$ cat src/rtl/de2_pio_button_in.sv
// rtl/de2_pio_button_in.sv - debounced button/switch PIO with edge capture and level irq
module de2_pio_button_in #(
  parameter int WIDTH           = 4,
  parameter int DEBOUNCE_CYCLES = 50000,
  parameter int EDGE_TYPE       = 0
) (
  input  logic              clk,
  input  logic              reset_n,
  input  logic [1:0]        address,
  input  logic              chipselect,
  input  logic              write_n,
  input  logic [31:0]       writedata,
  input  logic [WIDTH-1:0]  in_port,
  output logic [31:0]       readdata,
  output logic              irq
);

  localparam int CNT_W = (DEBOUNCE_CYCLES > 1) ? $clog2(DEBOUNCE_CYCLES) : 1;
  localparam logic [CNT_W-1:0] CNT_MAX = CNT_W'(DEBOUNCE_CYCLES - 1);

  logic [WIDTH-1:0] sync1, sync2;
  logic [WIDTH-1:0] deb, deb_d;
  logic [CNT_W-1:0] cnt [WIDTH];
  logic [WIDTH-1:0] irqmask, edgecapture;
  logic [WIDTH-1:0] rise, fall, edge_det;
  logic [WIDTH-1:0] wdata;
  logic             wr;

  assign wr    = chipselect & ~write_n;
  assign wdata = writedata[WIDTH-1:0];

  generate
    if (WIDTH < 32) begin : g_unused
      logic unused_wdata;
      assign unused_wdata = ^writedata[31:WIDTH];
    end
  endgenerate

  // Synchronizer, debounce counters and delayed copy for edge detection
  always_ff @(posedge clk or negedge reset_n) begin
    if (!reset_n) begin
      sync1 <= '0;
      sync2 <= '0;
      deb   <= '0;
      deb_d <= '0;
      for (int i = 0; i < WIDTH; i++) cnt[i] <= '0;
    end else begin
      sync1 <= in_port;
      sync2 <= sync1;
      deb_d <= deb;
      for (int i = 0; i < WIDTH; i++) begin
        if (sync2[i] == deb[i]) begin
          cnt[i] <= '0;
        end else if (cnt[i] == CNT_MAX) begin
          deb[i] <= sync2[i];
          cnt[i] <= '0;
        end else begin
          cnt[i] <= cnt[i] + CNT_W'(1);
        end
      end
    end
  end

  assign rise     = deb & ~deb_d;
  assign fall     = ~deb & deb_d;
  assign edge_det = (EDGE_TYPE == 0) ? fall :
                    (EDGE_TYPE == 1) ? rise : (rise | fall);

  // A newly detected edge wins over a same-cycle write-1-to-clear
  always_ff @(posedge clk or negedge reset_n) begin
    if (!reset_n) begin
      irqmask     <= '0;
      edgecapture <= '0;
    end else begin
      if (wr && address == 2'd2) irqmask <= wdata;
      if (wr && address == 2'd3) edgecapture <= (edgecapture & ~wdata) | edge_det;
      else                       edgecapture <= edgecapture | edge_det;
    end
  end

  always_ff @(posedge clk or negedge reset_n) begin
    if (!reset_n) begin
      readdata <= '0;
    end else begin
      case (address)
        2'd0:    readdata <= 32'(deb);
        2'd2:    readdata <= 32'(irqmask);
        2'd3:    readdata <= 32'(edgecapture);
        default: readdata <= '0;
      endcase
    end
  end

  assign irq = |(edgecapture & irqmask);

endmodule

$ cat config.mk
export PLATFORM = sky130hd
export DESIGN_NAME = de2_pio_button_in
export DESIGN_NICKNAME = d
export VERILOG_FILES = /design/src/rtl/de2_pio_button_in.sv
export SDC_FILE = /design/constraint.sdc
export NUM_CORES = 1
export LEC_CHECK = 0
export ABC_AREA = 1
export BUFFER_PORTS_ARGS = -buffer_cell sky130_fd_sc_hd__buf_2
export CAP_MARGIN = 10
export CORE_MARGIN = 4
export CORE_UTILIZATION = 63
export CTS_BUF_LIST = sky130_fd_sc_hd__clkbuf_4 sky130_fd_sc_hd__clkbuf_8
export CTS_CLUSTER_DIAMETER = 100
export CTS_CLUSTER_SIZE = 28
export DETAILED_ROUTE_END_ITERATION = 8
export PLACE_DENSITY = 0.87
export SETUP_SLACK_MARGIN = 0.2
export SYNTH_ARGS = -nofsm -noshare
export SYNTH_HDL_FRONTEND = slang
export SYNTH_SLANG_ARGS = --single-unit
$ cat constraint.sdc
create_clock -name clk -period 4.07 [get_ports clk]
set_input_delay 0.407 -clock clk [delete_from_list [all_inputs] [get_ports clk]]
set_output_delay 0.407 -clock clk [all_outputs]
set_load 0.005 [all_outputs]
# [After elaboration in Yosys (flattened, before gate mapping)]
# Cells that the tools add are included.
[word_totals] out_inout_bits=33 regBits=120 wordCells=59 input_bits=42
[classes] mux=10 n_addsub=4 n_eq_ne=10 n_reduce_logical=8 n_bitwise=13
[ops] cell="2-to-1 mux 16 bit" count=8
[ops] cell="adder 16 x 1 -> 16 bit (second input constant)" count=4
[ops] cell="== test 16 bit (second input constant)" count=4
[ops] cell="AND 4 bit" count=3
[ops] cell="case mux 4 bit (3 select lines)" count=1
[ops] cell="NOT 4 bit" count=2
[ops] cell="OR 4 bit" count=2
[ops] cell="AND reduction 2 bit" count=4
[ops] cell="NOT 1 bit" count=5
[ops] cell="== test 1 bit" count=4
[ops] cell="== test 2 bit (second input constant)" count=2
[ops] cell="2-to-1 mux 4 bit" count=1
[ops] cell="OR reduction 4 bit" count=1
[ops] cell="logical AND 1 bit" count=2
[ops] cell="logical NOT 2 bit" count=1
[ops] cell="AND 1 bit" count=1

# [Logic depth before layout (Yosys ltp)]
[logic_depth] depth_word=4 depth_mapped=8 depth_no_buf=8

# [Least setup slack after synthesis]
# No wires, ideal clock.
[synth_path] path_type="reg-to-reg" startpoint="register cnt[48] (netlist bit)" endpoint="register cnt[54] (netlist bit)" slack_ps=2769 synth_period_minus_slack_ps=1301 setup_time_ps=120 t_required_ps=3950 arrival_time_ps=1181 path_stages_with_launch=7 path_cell_list="dfrtp_1 ha_1 nand3_1 nor3_1 nand2_1 nand2_2 nor2_1"
[synth_between] elab_chain_cells=3 elab_cells_between_ends=4 classes_between="1 x add/sub; 1 x eq/ne; 2 x mux"
[synth_lines] element="start, declared" line="23" text="logic [CNT_W-1:0] cnt [WIDTH];"
[synth_lines] element="start signal, assigned by index" line="58" text="cnt[i] <= cnt[i] + CNT_W'(1);"
[synth_lines] element="adder 16 x 1 -> 16 bit or == test 16 bit (tied branches)" line="58, 54"
[synth_lines] element="2-to-1 mux 16 bit *" line="54" text="end else if (cnt[i] == CNT_MAX) begin"
[synth_lines] element="2-to-1 mux 16 bit *" line="52" text="if (sync2[i] == deb[i]) begin"
# Every way passes the cells marked *; elsewhere a longest branch is shown, timed or not.
# A chain may end at the register's enable or synchronous reset.

# [Final worst setup path]
[layout_path] startpoint="register cnt[48] (netlist bit)" endpoint="register cnt[52] (netlist bit)"
# The elaborated chain is that of the path after synthesis.

==> flow_metrics.py <==
metrics = {
    "run_status": {
        "status": "completed",
    },
    "finish": {
        "antenna_cells": 0,
        "finalInstanceArea_um2": 5120,
        "flow.area_growth_from_synthesis_pct": 6.09,
        "layout-drive-gt1-share_pct": 9.34,
        "fin_util_pct": 69.5,
        "finalNetCount": 694,
        "fin_cells": 752,
    },
    "setup_path": {
        "path_max_fanout": 6,
        "rr_endpoint": "cnt[52]$_DFF_PN0_",
        "crit_arrival_ns": 1.88,
        "startpoint_type": "flop",
        "required_ns": 4.33,
        "timing.rr.start": "cnt[48]$_DFF_PN0_",
        "ff2ff_path_depth": 6,
        "crit_type": "flop to flop",
        "r2r_setup_slack_ns": 2.45,
        "critPathCaptureType": "flop",
    },
    "power": {
        "peakVddDrop_mv": 0.198,
        "p_per_area_nw_per_um2": 321,
        "leakagePower_nw": 2.53,
        "total_power_mw": 1.65,
    },
    "clock_network": {
        "cts_tree": "done",
        "root_buffer": "clkbuf_8",
        "postCtsSetupRepairBufs": 0,
        "clk_path_buf_depth": 2,
        "cts_hold_buf": 0,
        "cts_resized": 0,
        "cts_num_sinks": 92,
        "numCtsBuffers": 9,
        "htreeDepth": 3,
        "clk_latency_ns": 0.36,
        "path_clk_slew_ns": 0.10,
    },
    "die": {
        "die-area_um2": 9130,
        "core-area_um2": 7370,
        "rows": 31,
        "ioPinCount": 75,
        "die_width_um": 95.6,
        "start_util_pct": 65.6,
        "die_h_um": 95.6,
    },
    "place": {
        "globalplace.congestion": 0.935,
        "place.port_buffers": 18,
        "dp_cells": 736,
        "dpl-instance-area_um2": 4950,
        "pre_cts_ws_ns": 2.46,
        "hpwl_mm": 7.05,
    },
    "global_route": {
        "antenna_found_initial": 0,
        "grt_pass1_vias": 3795,
        "track_usage_pct": 23.0,
        "overflow": 0,
        "grt_pass1_wl_mm": 16.5,
        "grt_max_degree": 65,
    },
    "drt": {
        "ant_nets": 0,
        "drt_first_pass_iters": 5,
        "viasPerCell": 5.30,
        "drt_iter0_drc": 267,
        "wl_per_cell_um": 12.8,
        "drc": 0,
        "num_vias": 3985,
        "totalWireLength_mm": 9.64,
    },
    "timing": {
        "post-route-period-util_pct": 39.9,
        "relSlewSlack_pct": 48.7,
        "rsz0062_at_grt": "false",
        "slew_violations": 0,
        "max_freq_mhz": 616,
        "setup_ws_ns": 2.45,
        "worstMarginPinSlew_ns": 0.770,
        "whs_ns": 0.102,
        "setup_viol": 0,
        "period_minus_slack_ns": 1.62,
        "hold_violations": 0,
        "skew_ns": 0.0124,
        "timing.setup.tns_ns": 0,
    },
    "synth": {
        "ys_seq_area_share_pct": 47.7,
        "synth-seq-cells": 92,
        "avgSynthCellArea_um2": 7.80,
        "syn_inst": 619,
        "synth.distinct_cells": 25,
        "synth_warnings": 0,
        "syn_area_um2": 4830,
    },
    "hold_path": {
        "holdCritPathClass": "input pin to asynchronous set/reset pin",
    },
    "flow_run": {
        "max-cap-violations": 0,
    },
}
[cells by family after synthesis]
family / synth area share [%]
AND/OR/NAND/NOR: 31.5
buffers and inverters: 10.6
flip-flops: 47.7
AO/OA/AOI/OAI: 3.42
XOR/XNOR: 5.70
adder cells (fa/ha/maj): 1.04
other: 0.0776
[state kept, by name, indices dropped and copies added, names as in the netlist]
register     flops
sync2            4
cnt             64
edgecapture      4
deb_d            4
readdata         4
sync1            4
deb              4
irqmask          4
[cell usage after synthesis]
master | n | area (um^2)
a21o_1 | 1 | 7.51
conb_1 | 1 | 3.75
inv_4 | 1 | 6.26
xor2_1 | 12 | 105
nand3_1 | 53 | 265
nand3_2 | 1 | 10.0
inv_1 | 76 | 285
nor3_1 | 9 | 45.0
nand4_1 | 14 | 87.6
o21ai_0 | 15 | 75.1
dfrtp_1 | 92 | 2300
a21oi_1 | 9 | 45.0
nor2_1 | 136 | 510
nand2_4 | 1 | 11.3
nand2_1 | 124 | 465
inv_2 | 3 | 11.3
xnor2_1 | 12 | 105
nor3_2 | 5 | 50.1
nor3b_1 | 1 | 7.51
ha_1 | 4 | 50.1
buf_4 | 28 | 210
xor2_2 | 4 | 65.1
nor2_2 | 7 | 43.8
a31oi_1 | 6 | 37.5
nand2_2 | 4 | 25.0
[metal layers]
metal	global-route usage (%)	share of wire [%]	up-vias
li1	-	-	1937
met1	30.0	42	1867
met2	37.8	50	164
met3	4.58	6.9	17
met4	8.89	1.6	0
met5	0	0	-
[critical path, stage by stage, from the launching register on]
cell	delay (ns)
dfrtp_1	0.40
ha_1	0.20
nand3_1	0.15
nor3_1	0.28
nand2_1	0.25
nand2_2	0.18
nor2_1	0.06
[cells in the final DEF (no fill, tap or decap), types with 9 or more instances in the layout]
| cell | instances |
|---|---|
| inv_1 | 76 |
| xnor2_1 | 12 |
| nor2_1 | 136 |
| nand2_1 | 124 |
| clkbuf_8 | 9 |
| a21oi_1 | 9 |
| buf_2 | 17 |
| dfrtp_1 | 92 |
| nand4_1 | 14 |
| xor2_1 | 12 |
| nor3_1 | 9 |
| conb_1 | 28 |
| o21ai_0 | 15 |
| nand3_1 | 53 |
[worst max path at each step]
stage	start	end	slack, ns	depth (start not counted)
after floorplan	cnt[48]$_DFF_PN0_	cnt[54]$_DFF_PN0_	2.77	6
after global placement	cnt[48]$_DFF_PN0_	cnt[52]$_DFF_PN0_	2.53	6
after detailed placement	cnt[48]$_DFF_PN0_	cnt[51]$_DFF_PN0_	2.46	6
after CTS	cnt[48]$_DFF_PN0_	cnt[51]$_DFF_PN0_	2.44	6
after global routing	cnt[48]$_DFF_PN0_	cnt[51]$_DFF_PN0_	2.26	6
final	cnt[48]$_DFF_PN0_	cnt[52]$_DFF_PN0_	2.45	6
[where the power goes]
group	switching, mW	internal [mW]	total, mW
Clock	0.336	0.235	0.571
Sequential	0.0246	0.946	0.970
Combinational	0.0704	0.0359	0.106
[final cells by class]
cell class / count / area [um^2]
Clock inverter: 6 / 47.5
Inverter: 80 / 303
Tap cell: 99 / 124
Timing Repair Buffer: 19 / 100
Multi-Input combinational cell: 446 / 2120
Clock buffer: 10 / 131
Fill cell: 588 / 2240
Sequential cell: 92 / 2300
(Power assumes the default switching activity.)
